[src/rtl/time_set_writer.sv]
// rtl/time_set_writer.sv - Mode/Inc front-panel editor that writes BCD HH:MM into the time register
// Optional auto-repeat of held Inc: define TIME_SET_AUTOREPEAT_EN.
module time_set_writer #(
    parameter int TIMEOUT_CYCLES = 1000,
    parameter int REPEAT_DELAY   = 50,
    parameter int REPEAT_PERIOD  = 10
) (
    input  logic        Clock,
    input  logic        Clear,
    input  logic        Mode,
    input  logic        Inc,
    input  logic [12:0] Q_cur,
    output logic [12:0] D,
    output logic        Enable,
    output logic        Editing,
    output logic        Field
);

    typedef enum logic [1:0] {IDLE, EDIT_HR, EDIT_MIN, COMMIT} state_t;

    localparam int TW = $clog2(TIMEOUT_CYCLES + 1);
    localparam logic [TW-1:0] TMO_LAST = TW'(TIMEOUT_CYCLES - 1);

    state_t        state_q, state_d;
    logic [12:0]   work_q, work_d;
    logic [12:0]   qcopy_q, qcopy_d;
    logic [TW-1:0] tmo_q, tmo_d;
    logic          mode_prev_q, mode_prev_d;
    logic          inc_prev_q, inc_prev_d;

    logic mode_edge, inc_edge, inc_evt, rpt_fire, in_edit;

    // Out-of-range fields (hand-loaded or corrupt) snap to 00 on the first increment.
    function automatic logic [12:0] next_hours(input logic [12:0] v);
        logic [1:0] ht;
        logic [3:0] ho;
        ht = v[12:11];
        ho = v[10:7];
        if (ht > 2'd2 || ho > 4'd9 || (ht == 2'd2 && ho > 4'd2))
            return {2'd0, 4'd0, v[6:0]};
        else if (ho == 4'd9)
            return {ht + 2'd1, 4'd0, v[6:0]};
        else
            return {ht, ho + 4'd1, v[6:0]};
    endfunction

    function automatic logic [12:0] next_minutes(input logic [12:0] v);
        logic [2:0] mt;
        logic [3:0] mo;
        mt = v[6:4];
        mo = v[3:0];
        if (mt > 3'd5 || mo > 4'd9 || (mt == 3'd5 && mo == 4'd9))
            return {v[12:7], 3'd0, 4'd0};
        else if (mo == 4'd9)
            return {v[12:7], mt + 3'd1, 4'd0};
        else
            return {v[12:7], mt, mo + 4'd1};
    endfunction

    assign mode_edge = Mode & ~mode_prev_q;
    assign inc_edge  = Inc & ~inc_prev_q;
    assign in_edit   = (state_q == EDIT_HR) || (state_q == EDIT_MIN);
    assign inc_evt   = inc_edge | rpt_fire;

`ifdef TIME_SET_AUTOREPEAT_EN
    logic        rpt_active_q, rpt_active_d;
    logic        rpt_phase_q, rpt_phase_d;
    logic [15:0] rpt_cnt_q, rpt_cnt_d;

    // Phase 0 waits out the initial delay, phase 1 paces the steady repeats.
    always_comb begin
        rpt_fire     = 1'b0;
        rpt_active_d = rpt_active_q;
        rpt_phase_d  = rpt_phase_q;
        rpt_cnt_d    = rpt_cnt_q;
        if (!in_edit || mode_edge || !Inc) begin
            rpt_active_d = 1'b0;
            rpt_phase_d  = 1'b0;
            rpt_cnt_d    = '0;
        end else if (inc_edge) begin
            rpt_active_d = 1'b1;
            rpt_phase_d  = 1'b0;
            rpt_cnt_d    = '0;
        end else if (rpt_active_q) begin
            if ((!rpt_phase_q && rpt_cnt_q == 16'(REPEAT_DELAY)) ||
                (rpt_phase_q && rpt_cnt_q == 16'(REPEAT_PERIOD - 1))) begin
                rpt_fire    = 1'b1;
                rpt_phase_d = 1'b1;
                rpt_cnt_d   = '0;
            end else begin
                rpt_cnt_d = rpt_cnt_q + 16'd1;
            end
        end
    end

    always_ff @(posedge Clock or posedge Clear) begin
        if (Clear) begin
            rpt_active_q <= 1'b0;
            rpt_phase_q  <= 1'b0;
            rpt_cnt_q    <= '0;
        end else begin
            rpt_active_q <= rpt_active_d;
            rpt_phase_q  <= rpt_phase_d;
            rpt_cnt_q    <= rpt_cnt_d;
        end
    end
`else
    logic [31:0] unused_rpt;
    assign unused_rpt = 32'(REPEAT_DELAY + REPEAT_PERIOD);
    assign rpt_fire   = 1'b0;
`endif

    always_comb begin
        state_d     = state_q;
        work_d      = work_q;
        tmo_d       = tmo_q;
        qcopy_d     = Q_cur;
        mode_prev_d = Mode;
        inc_prev_d  = Inc;
        case (state_q)
            IDLE: begin
                tmo_d = '0;
                if (mode_edge) begin
                    work_d  = Q_cur;
                    state_d = EDIT_HR;
                end
            end
            EDIT_HR, EDIT_MIN: begin
                // Mode takes priority over a same-cycle Inc.
                if (mode_edge) begin
                    state_d = (state_q == EDIT_HR) ? EDIT_MIN : COMMIT;
                    tmo_d   = '0;
                end else if (inc_evt) begin
                    work_d = (state_q == EDIT_HR) ? next_hours(work_q) : next_minutes(work_q);
                    tmo_d  = '0;
                end else if (tmo_q == TMO_LAST) begin
                    state_d = IDLE;
                    tmo_d   = '0;
                end else begin
                    tmo_d = tmo_q + 1'b1;
                end
            end
            COMMIT: begin
                state_d = IDLE;
                tmo_d   = '0;
            end
            default: state_d = IDLE;
        endcase
    end

    always_ff @(posedge Clock or posedge Clear) begin
        if (Clear) begin
            state_q     <= IDLE;
            work_q      <= '0;
            qcopy_q     <= '0;
            tmo_q       <= '0;
            mode_prev_q <= 1'b0;
            inc_prev_q  <= 1'b0;
        end else begin
            state_q     <= state_d;
            work_q      <= work_d;
            qcopy_q     <= qcopy_d;
            tmo_q       <= tmo_d;
            mode_prev_q <= mode_prev_d;
            inc_prev_q  <= inc_prev_d;
        end
    end

    assign D       = (state_q == IDLE) ? qcopy_q : work_q;
    assign Enable  = (state_q == COMMIT);
    assign Editing = in_edit;
    assign Field   = (state_q == EDIT_MIN);

endmodule

[config.mk]
export PLATFORM = sky130hd
export DESIGN_NAME = time_set_writer
export DESIGN_NICKNAME = d
export VERILOG_FILES = /design/src/rtl/time_set_writer.sv
export SDC_FILE = /design/constraint.sdc
export NUM_CORES = 1
export LEC_CHECK = 0
export ABC_AREA = 1
export CORE_MARGIN = 2
export CORE_UTILIZATION = 58
export CTS_CLUSTER_DIAMETER = 50
export DETAILED_ROUTE_END_ITERATION = 8
export MAX_ROUTING_LAYER = met4
export PLACE_DENSITY = 0.94
export SYNTH_ARGS = -nofsm -noshare
export SYNTH_HDL_FRONTEND = slang
export SYNTH_SLANG_ARGS = --single-unit
[constraint.sdc]
create_clock -name Clock -period 4.1 [get_ports Clock]
set_input_delay 0.615 -clock Clock [delete_from_list [all_inputs] [get_ports Clock]]
set_output_delay 0.615 -clock Clock [all_outputs]
set_load 0.1 [all_outputs]
# [Word level (Yosys, flattened, before mapping)]
# Index checks and enable logic that the tools add are counted.
[word_totals] ff_bits=40 latch_bits=0 ram_bits=0 rom_bits=0 in_bits=17 out_inout_bits=16 word_cells=76 n_memories=0
[classes] add_sub_neg=5 multipliers=0 div_mod_pow=0 n_lt_le_gt_ge=5 n_eq_ne=17 shift=0 mux=20 bitwise_logic=4 reduce_logical=16
[ops] op="13-bit two-way mux" n=7
[ops] op="10-bit two-way mux" n=3
[ops] op="13-bit case mux with 2 select lines" n=1
[ops] op="10-bit case mux with 2 select lines" n=1
[ops] op="7-bit two-way mux" n=2
[ops] op="3-bit inequality test (second input constant)" n=4
[ops] op="6-bit AND reduction" n=2
[ops] op="10-bit by 1-bit adder with 10-bit output (second input constant)" n=1
[ops] op="10-bit equality test (second input constant)" n=1
[ops] op="2-bit inequality test (second input constant)" n=5
[ops] op="5-bit AND reduction" n=2
[ops] op="4-bit by 1-bit adder with 4-bit output (second input constant)" n=2
[ops] op="4-bit equality test (second input constant)" n=2
[ops] op="4-bit > comparator (second input constant)" n=2
[ops] op="2-bit two-way mux" n=4
[ops] op="2-bit equality test (second input constant)" n=3
[ops] op="2-bit case mux with 3 select lines" n=1
[ops] op="1-bit logical OR" n=5
[ops] op="4-bit by 2-bit > comparator with 1-bit output (second input constant)" n=1
[ops] op="2-bit OR reduction" n=2
[ops] op="3-bit by 1-bit adder with 3-bit output (second input constant)" n=1
[ops] op="3-bit equality test (second input constant)" n=1
[ops] op="3-bit > comparator (second input constant)" n=1
[ops] op="3-bit AND reduction" n=1
[ops] op="9 further kinds" n=12

# [Logic depth before layout (Yosys ltp)]
# Gate-level depths: netlist of the first run.
[logic_depth] depth_word=8 ltp_mapped=11 mapped_depth_nobuf=10

# [Worst setup path after synthesis of the first run]
# No wires, ideal clock.
[synth_path] path_type="register -> output" startpoint="reg state_q[0]" endpoint="out D[10]" t_arrival_ps=3074 t_required_ps=3485 setup_slack_ps=411 path_stages_with_launch=6 path_buffers=2 cell_sequence="dfrtp_1 -> inv_1 -> ha_1 -> buf_4 -> clkbuf_1 -> o21ai_0"
[synth_via] elab_chain_len=2
[synth_rtl] element="from (decl)" line="24" source="state_t state_q, state_d;"
[synth_rtl] element="from (signal assigned)" line="160" source="state_q <= state_d;"
[synth_rtl] element="2-bit zero test" line="169" source="assign D = (state_q == IDLE) ? qcopy_q : work_q;"
[synth_rtl] element="13-bit two-way mux" line="169"
[synth_rtl] element="to (decl)" line="13" source="output logic [12:0] D,"
# Every way passes these cells.

# [Final worst setup path of the first run]
[layout_path] startpoint="reg state_q[0]" endpoint="out Editing"
[layout_via] elab_chain_len=2 elab_cells_between_ends=3 classes_between="eq/ne: 2; reduce/logical: 1"
[layout_rtl] element="2-bit by 1-bit equality test with 1-bit output / 2-bit equality test (equally long branches)" line="62" source="assign in_edit = (state_q == EDIT_HR) || (state_q == EDIT_MIN);"
[layout_rtl] element="1-bit logical OR *" line="62"
[layout_rtl] element="to (decl)" line="15" source="output logic Editing,"
# Mark *: on every way between the ends. The rest lies on a longest branch, timed or not.

==> results of run 1 <==
==> flip-flops by register name (all words and copies together), names as in the netlist <==
| register | flops |
|---|---|
| tmo_q | 10 |
| state_q | 2 |
| work_q | 13 |
| inc_prev_q | 1 |
| qcopy_q | 13 |
| mode_prev_q | 1 |
==> cells by family (layout without fill, tap and decap cells) <==
logic type / count (synthesis) / after routing / share of synthesized area
XOR/XNOR: 4 / 4 / 0.0152
buffers and inverters: 47 / 83 / 0.0812
adder cells (fa/ha/maj): 9 / 9 / 0.0487
AND/OR/NAND/NOR: 166 / 166 / 0.343
flip-flops: 40 / 40 / 0.433
AO/OA/AOI/OAI: 34 / 34 / 0.0790
==> critical path: cells and delay by family, from the launching register on <==
kind	cells	cell delay [ns]
buffers and inverters	2	1.32
adders and majority gates	1	0.55
DFF	1	0.40
==> layout make-up <==
cell class / instances / area (µm²)
multi-input combinational: 213 / 1120
inverter: 42 / 158
clock buffer: 8 / 90.1
tap: 48 / 60.1
timing repair buffer: 33 / 295
fill: 289 / 1020
sequential: 40 / 1000
==> cell usage in the layout, fill, tap and decap left out, types with 4 or more instances in the layout <==
| cell type | synthesis | layout |
|---|---|---|
| o21ai_1 | 4 | 4 |
| clkdlybuf4s50_1 | 0 | 19 |
| nand3_1 | 14 | 14 |
| buf_4 | 3 | 14 |
| nand2_1 | 81 | 81 |
| dfrtp_1 | 40 | 40 |
| o21ai_0 | 16 | 16 |
| inv_2 | 6 | 6 |
| nor3_1 | 9 | 9 |
| clkbuf_8 | 0 | 6 |
| nor2_2 | 4 | 4 |
| inv_1 | 34 | 34 |
| nor2_1 | 36 | 36 |
| a21oi_1 | 9 | 9 |
| ha_1 | 9 | 9 |
| nor2_4 | 5 | 5 |
| nand2_2 | 5 | 5 |
==> metal layers <==
layer | routed length, µm | vias up | share of wire
met1 | 2110 | 886 | 0.46
li1 | - | 1011 | -
met5 | 0 | - | 0
met4 | 34 | 0 | 0.0074
met3 | 198 | 4 | 0.043
met2 | 2240 | 35 | 0.49
==> metrics by stage <==
stage | std cells | cell area [µm²] | setup slack, ns | util | hold WS (ns)
global placement | 376 | 2640 | 1.30 | 0.704 | 0.480
floorplan | 300 | 2310 | 0.411 | - | 0.454
detailed placement | 376 | 2640 | 1.25 | 0.704 | 0.483
CTS | 384 | 2730 | 0.928 | 0.728 | 0.492
finish | 384 | 2730 | 0.933 | 0.728 | 0.489
global route | 384 | 2730 | 0.860 | 0.728 | 0.513
==> worst max path at each step <==
stage | from | end | depth (start not counted)
CTS | state_q[0] | Editing | 3
finish | state_q[0] | Editing | 3
detailed placement | state_q[0] | Editing | 3
global placement | state_q[0] | Editing | 3
global route | state_q[0] | Editing | 3
floorplan | state_q[0] | D[10] | 5
==> results.cfg, run 1 <==
[status]
status = complete, no violations

[synthesis]
synth-async-reset-ratio = 1.00
synth_nets = 326
synth_cell_types = 29
yosys_register_bits = 40
synth_top_flop_cell = dfrtp_1
synth_top_area_cell = dfrtp_1
ys.warnings.count = 0
synthCells = 300
ys_seq_area_frac = 0.433
ys_top_cells_by_count = 81 x nand2_1, 40 x dfrtp_1, 36 x nor2_1
yosysTopAreaCellShare = 0.433
synth_most_common_cell = nand2_1
avgSynthCellArea_um2 = 7.70
synth-edff-count = 0
syn-cell-area_mm2 = 0.00231
synth.area.top_cells = dfrtp_1 43%, nand2_1 13%, nor2_1 5.8%, inv_1 5.5%, ha_1 4.9%

[global_route]
grt_pass1_vias = 1815
busiest_layer = met2
grt_start_max_net_pins = 41
met3_usage = 0.0659
grt_usage = 0.240
grt_pass1_wl_mm = 7.76
antenna_found_initial = 0
met2_usage = 0.387
grt-ovfl-total = 0
met1_usage = 0.295

[critical_path]
crit_required_ns = 3.48
crit_type = register to output port
r2r_slack_ns = 1.91
slowest_delay_ns = 1.23
r2r_end = work_q[10]
cp.arrival_ns = 2.55
start_kind = register
r2r_start = state_q[0]
cp_max_fo = 12
worstRegToRegCells = 9
worst_path_max_delay_cell = clkdlybuf4s50_1
cp-end-kind = output port
crit_chain = inv_1 > ha_1 > clkdlybuf4s50_1

[clocking]
cts_tree = yes
clock_latency_ns = 0.29
cts_resized = 0
cts_buffers = 5
cts_sinks = 40
htree_num_levels = 2
clockBufferDepth = 2
ctsHoldBuffers = 0
cts_setup_buffers = 0
cts.clk_slew.worst_paths_ns = 0.07
root_buffer = clkbuf_8

[timing]
finalHoldViolations = 0
finalCritPeriodShare = 0.772
min_period_ns = 3.17
fmax_mhz = 316
slew_viol_final = 0
tns_ns = 0
relSlewSlack = 0.342
setup_violations = 0
tightest_slew_ns = 0.983
clock_skew_ns = 0.00693
rsz0062_at_grt = no

[min_path]
hold_depth = 1
hold_path_end = tmo_q[0]
min-delay-start = tmo_q[0]
hold_path_class = register to register

[placed_design]
dp_hpwl_mm = 3.46
gp_congestion = 0.896
portBuffers = 32

[die]
rows = 22
pin_count = 33
dieArea_mm2 = 0.00451
fp.dieH_um = 67.1
initial_core_util = 0.617
core_mm2 = 0.00374
fp.dieW_um = 67.1

[detailed_routing]
wl_per_cell_um = 11.9
num_vias = 1936
drc = 0
vias_per_cell = 5.04
drtPass1Iterations = 4
wl_mm = 4.59
dr.first_iter.drc_count = 153
antenna_left = 0

[job]
cap_viol_max_count = 0

[final_layout]
drive_above_1_share = 0.152
nets = 361
diodes = 0
area_growth_pct = 18.0
Power of run 1 is not shown: default switching activity piles up to over one toggle a cycle in this logic, so the estimate is an artifact.
==> run 2, diff against run 1 <==
--- a/config.mk
+++ b/config.mk
@@ -7,11 +7,11 @@
 export LEC_CHECK = 0
 export ABC_AREA = 1
 export CORE_MARGIN = 2
-export CORE_UTILIZATION = 58
+export CORE_UTILIZATION = 54
 export CTS_CLUSTER_DIAMETER = 50
 export DETAILED_ROUTE_END_ITERATION = 8
 export MAX_ROUTING_LAYER = met4
-export PLACE_DENSITY = 0.94
+export PLACE_DENSITY = 0.89
 export SYNTH_ARGS = -nofsm -noshare
 export SYNTH_HDL_FRONTEND = slang
 export SYNTH_SLANG_ARGS = --single-unit
==> constraint.sdc (replaced) <==
create_clock -name Clock -period 3 [get_ports Clock]
set_input_delay 0.45 -clock Clock [delete_from_list [all_inputs] [get_ports Clock]]
set_output_delay 0.45 -clock Clock [all_outputs]
set_load 0.1 [all_outputs]
==> run 2 against run 1 <==
Against the previous run:
- clock skew down 0.00076 ns
- via count is 2.7% higher
- count of clock-buffer cells in the layout unchanged
- register-to-register slack worse by 0.92 ns
- core utilization fell by 3.4 points
- final cell count increased by 0.78%
- design area grew 3.3%
- sequential share of layout area decreased by 1.2 points
- sequential cell count stayed put
- routed wire length up 4.4%
- highest routed layer unchanged
==> results.cfg, run 2 (same netlist as run 1, synthesis figures left out) <==
[critical_path]
cp.arrival_ns = 1.94
cp_max_fo = 19
worst_path_max_delay_cell = dfrtp_1
slowest_delay_ns = 0.41
timing.critical_path.from = state_q[0]
r2r_slack_ns = 0.99
r2r_start = state_q[0]
worstRegToRegCells = 8
start_kind = register
r2r_end = work_q[2]
crit_end = D[10]
cp-end-kind = output port
crit_chain = inv_1 > ha_1 > buf_4 > o21ai_0 > buf_12
crit_required_ns = 2.55
crit_type = register to output port

[die]
rows = 23
fp.dieH_um = 69.4
initial_core_util = 0.570
fp.dieW_um = 69.4
core_mm2 = 0.00406
dieArea_mm2 = 0.00482
pin_count = 33

[placed_design]
gp_congestion = 0.928
dp_hpwl_mm = 3.63
portBuffers = 32
dp.cells = 379

[timing]
relSlewSlack = 0.675
min_period_ns = 2.39
finalCritPeriodShare = 0.797
tightest_slew_ns = 0.488
rsz0062_at_grt = no
slew_viol_final = 0
finalHoldViolations = 0
clock_skew_ns = 0.00617
fmax_mhz = 418
setup_violations = 0

[detailed_routing]
vias_per_cell = 5.14
wl_per_cell_um = 12.4
drc = 0
wl_mm = 4.79
antenna_left = 0
drtPass1Iterations = 4
dr.first_iter.drc_count = 217
num_vias = 1988

[final_layout]
diodes = 0
reg.largest.list = qcopy_q: 13 flops, work_q: 13 flops, tmo_q: 10 flops
mostFrequentLayoutCells = 81 x nand2_1, 40 x dfrtp_1, 36 x nor2_1, 34 x inv_1
nets = 362
instances_no_fill = 387
fillers = 294
area_growth_pct = 21.9
drive_above_1_share = 0.163
mostFrequentLayoutCell = nand2_1

[clocking]
cts.clk_slew.worst_paths_ns = 0.07
cts_buffers = 5
clock_latency_ns = 0.29
htree_num_levels = 2
cts_tree = yes
cts_resized = 0
root_buffer = clkbuf_8
cts_setup_buffers = 0
clockBufferDepth = 2
ctsHoldBuffers = 0
cts_sinks = 40

[global_route]
antenna_found_initial = 0
grt_start_max_net_pins = 41
grt_pass1_vias = 1924
grt_pass1_wl_mm = 8.30
grt_usage = 0.220
grt-ovfl-total = 0

[min_path]
hold_path_class = register to register

[job]
cap_viol_max_count = 0

[status]
status = complete, no violations
run 2: cell count changes in the layout (fill, tap and decap cells not counted):
cell,before,now
buf_4,14,11
clkdlybuf4s50_1,19,16
buf_12,0,7
run 2: how the worst min path moves through the flow:
| stage | from | end | slack [ns] | cells past startpoint |
|---|---|---|---|---|
| after floorplan | tmo_q[0] | tmo_q[0] | 0.45 | 1 |
| after global placement | tmo_q[0] | tmo_q[0] | 0.48 | 1 |
| after detailed placement | tmo_q[0] | tmo_q[0] | 0.49 | 1 |
| after CTS | tmo_q[0] | tmo_q[0] | 0.50 | 1 |
| after global routing | tmo_q[0] | tmo_q[0] | 0.54 | 1 |
| final | tmo_q[0] | tmo_q[0] | 0.50 | 1 |
run 2: worst max-delay path: cells and delay by family, from the launching register on:
family | cells | cell delay (ns)
AOI/OAI and AO/OA | 1 | 0.37
adders and majority gates | 1 | 0.30
buffers and inverters | 3 | 0.56
DFF | 1 | 0.41
run 2: stage by stage:
| stage | hold slack, ns | TNS (ns) | setup WS [ns] | cell area, µm² | utilization |
|---|---|---|---|---|---|
| final | 0.498 | 0 | 0.610 | 2820 | 0.694 |
| after global routing | 0.542 | 0 | 0.447 | 2820 | 0.694 |
| after CTS | 0.495 | 0 | 0.627 | 2820 | 0.694 |
| after detailed placement | 0.486 | 0 | 0.945 | 2730 | 0.672 |
| after global placement | 0.480 | 0 | 1.00 | 2730 | 0.672 |
| after floorplan | 0.454 | -5.02 | -0.524 | 2310 | - |
run 2: layer usage:
layer,up-vias,global-route usage,part of all wire
met5,-,-,0
met3,12,0.0538,0.040
met2,46,0.357,0.50
met1,913,0.270,0.44
met4,0,0.0763,0.021
li1,1017,-,-
run 2: area by class of cell:
class	count	area, µm²	share of cell area
clock buffers	8	90.1	0.0320
flip-flops and latches	40	1000	0.355
well taps	50	62.6	0.0222
repair buffers	34	383	0.136
multi-input cells	213	1120	0.398
inverters	42	158	0.0560
Power of run 2 is left out for the same reason.
==> run 3, diff against run 2 <==
==> constraint.sdc (replaced) <==
create_clock -name Clock -period 2.3 [get_ports Clock]
set_input_delay 0.345 -clock Clock [delete_from_list [all_inputs] [get_ports Clock]]
set_output_delay 0.345 -clock Clock [all_outputs]
set_load 0.1 [all_outputs]
==> run 3 against run 2 <==
Against the previous run:
- first-iteration DRC count shrank 1.4%
- clock skew up 0.00063 ns
- core utilization rose by 2.3 points
- highest routed layer unchanged
==> results.cfg, run 3 (same netlist as run 1, synthesis figures left out) <==
[global_route]
antenna_found_initial = 0
grt_pass1_vias = 2029
grt-ovfl-total = 0
grt_usage = 0.245
grt_start_max_net_pins = 41
grt_pass1_wl_mm = 9.14

[status]
status = complete, no violations

[final_layout]
nets = 363
drive_above_1_share = 0.166
mostFrequentLayoutCells = 81 x nand2_1, 40 x dfrtp_1, 36 x nor2_1, 34 x inv_1, 16 x clkdlybuf4s50_1
post-route-util = 0.718
diodes = 0
mostFrequentLayoutCell = nand2_1
area_growth_pct = 26.0
reg.largest.list = qcopy_q: 13 flops, work_q: 13 flops, tmo_q: 10 flops
stdcell_area_mm2 = 0.00291

[detailed_routing]
drc = 0
vias_per_cell = 5.28
wl_per_cell_um = 13.7
drtPass1Iterations = 5
top_layer_used = met4
antenna_left = 0
wl_mm = 5.32
wl_met2_mm = 2.71
wl_met1_mm = 2.23
num_vias = 2043
wl_met3_um = 292
dr.first_iter.drc_count = 214

[clocking]
root_buffer = clkbuf_8
cts_tree = yes
cts_resized = 0
cts_sinks = 40
clockBufferDepth = 2
cts_setup_buffers = 0
clock_latency_ns = 0.30
htree_num_levels = 2
cts.clk_slew.worst_paths_ns = 0.07
ctsHoldBuffers = 0
cts_buffers = 5

[critical_path]
crit_type = register to output port
r2r_slack_ns = 0.40
worstRegToRegCells = 10
cp_max_fo = 19
cp.arrival_ns = 1.81
crit_required_ns = 1.96
r2r_start = state_q[0]
cp-end-kind = output port
r2r_end = work_q[10]
start_kind = register

[placed_design]
dp_hpwl_mm = 3.84
gp_congestion = 0.893
dpl_cell_area_mm2 = 0.00283
portBuffers = 32

[timing]
slew_viol_final = 0
setup_violations = 0
tns_ns = 0
clock_skew_ns = 0.00680
min_period_ns = 2.16
finalHoldViolations = 0
tightest_slew_ns = 0.506
finalCritPeriodShare = 0.939
rsz0062_at_grt = no
hold_ws_ns = 0.469
relSlewSlack = 0.662
fmax_mhz = 463

[job]
cap_viol_max_count = 0

[min_path]
hold_path_class = input pin to asynchronous set/reset pin

[die]
rows = 23
initial_core_util = 0.570
pin_count = 33
fp.dieH_um = 69.4
dieArea_mm2 = 0.00482
fp.dieW_um = 69.4
core_mm2 = 0.00406
==> run 3: area by class of cell <==
type | instances | area [µm²]
clock buffer | 6 | 72.6
clock inverter | 1 | 5.00
fill | 292 | 1150
inverter | 42 | 158
multi-input combinational | 213 | 1120
sequential | 40 | 1000
tap | 50 | 62.6
timing repair buffer | 35 | 490
==> run 3: per-layer routing <==
layer,GRT usage,up-vias
li1,-,1011
met1,0.298,952
met2,0.394,68
met3,0.0625,12
met4,0.0937,0
met5,-,-
==> run 3: worst max-delay path, stage by stage (launching register included) <==
cell	delay [ns]
dfrtp_1	0.42
inv_1	0.09
ha_1	0.37
buf_12	0.20
nand2_1	0.06
o21ai_1	0.15
buf_12	0.21
==> run 3: through the flow <==
stage | setup WS (ns) | cells
after floorplan | -0.383 | 300
after global routing | 0.0468 | 387
after CTS | 0.121 | 387
after detailed placement | 0.433 | 380
after global placement | 0.527 | 380
final | 0.141 | 387
==> run 3: worst max-delay path by stage <==
stage	depth (start not counted)	end	slack, ns	from
2_1_floorplan	5	D[10]	-0.38	state_q[0]
3_3_place_gp	10	work_q[10]	0.53	state_q[0]
3_5_place_dp	10	work_q[10]	0.43	state_q[0]
4_1_cts	6	D[1]	0.12	state_q[0]
5_1_grt	6	D[1]	0.05	state_q[1]
6_report	6	D[1]	0.14	state_q[0]
Power of run 3 is left out for the same reason.
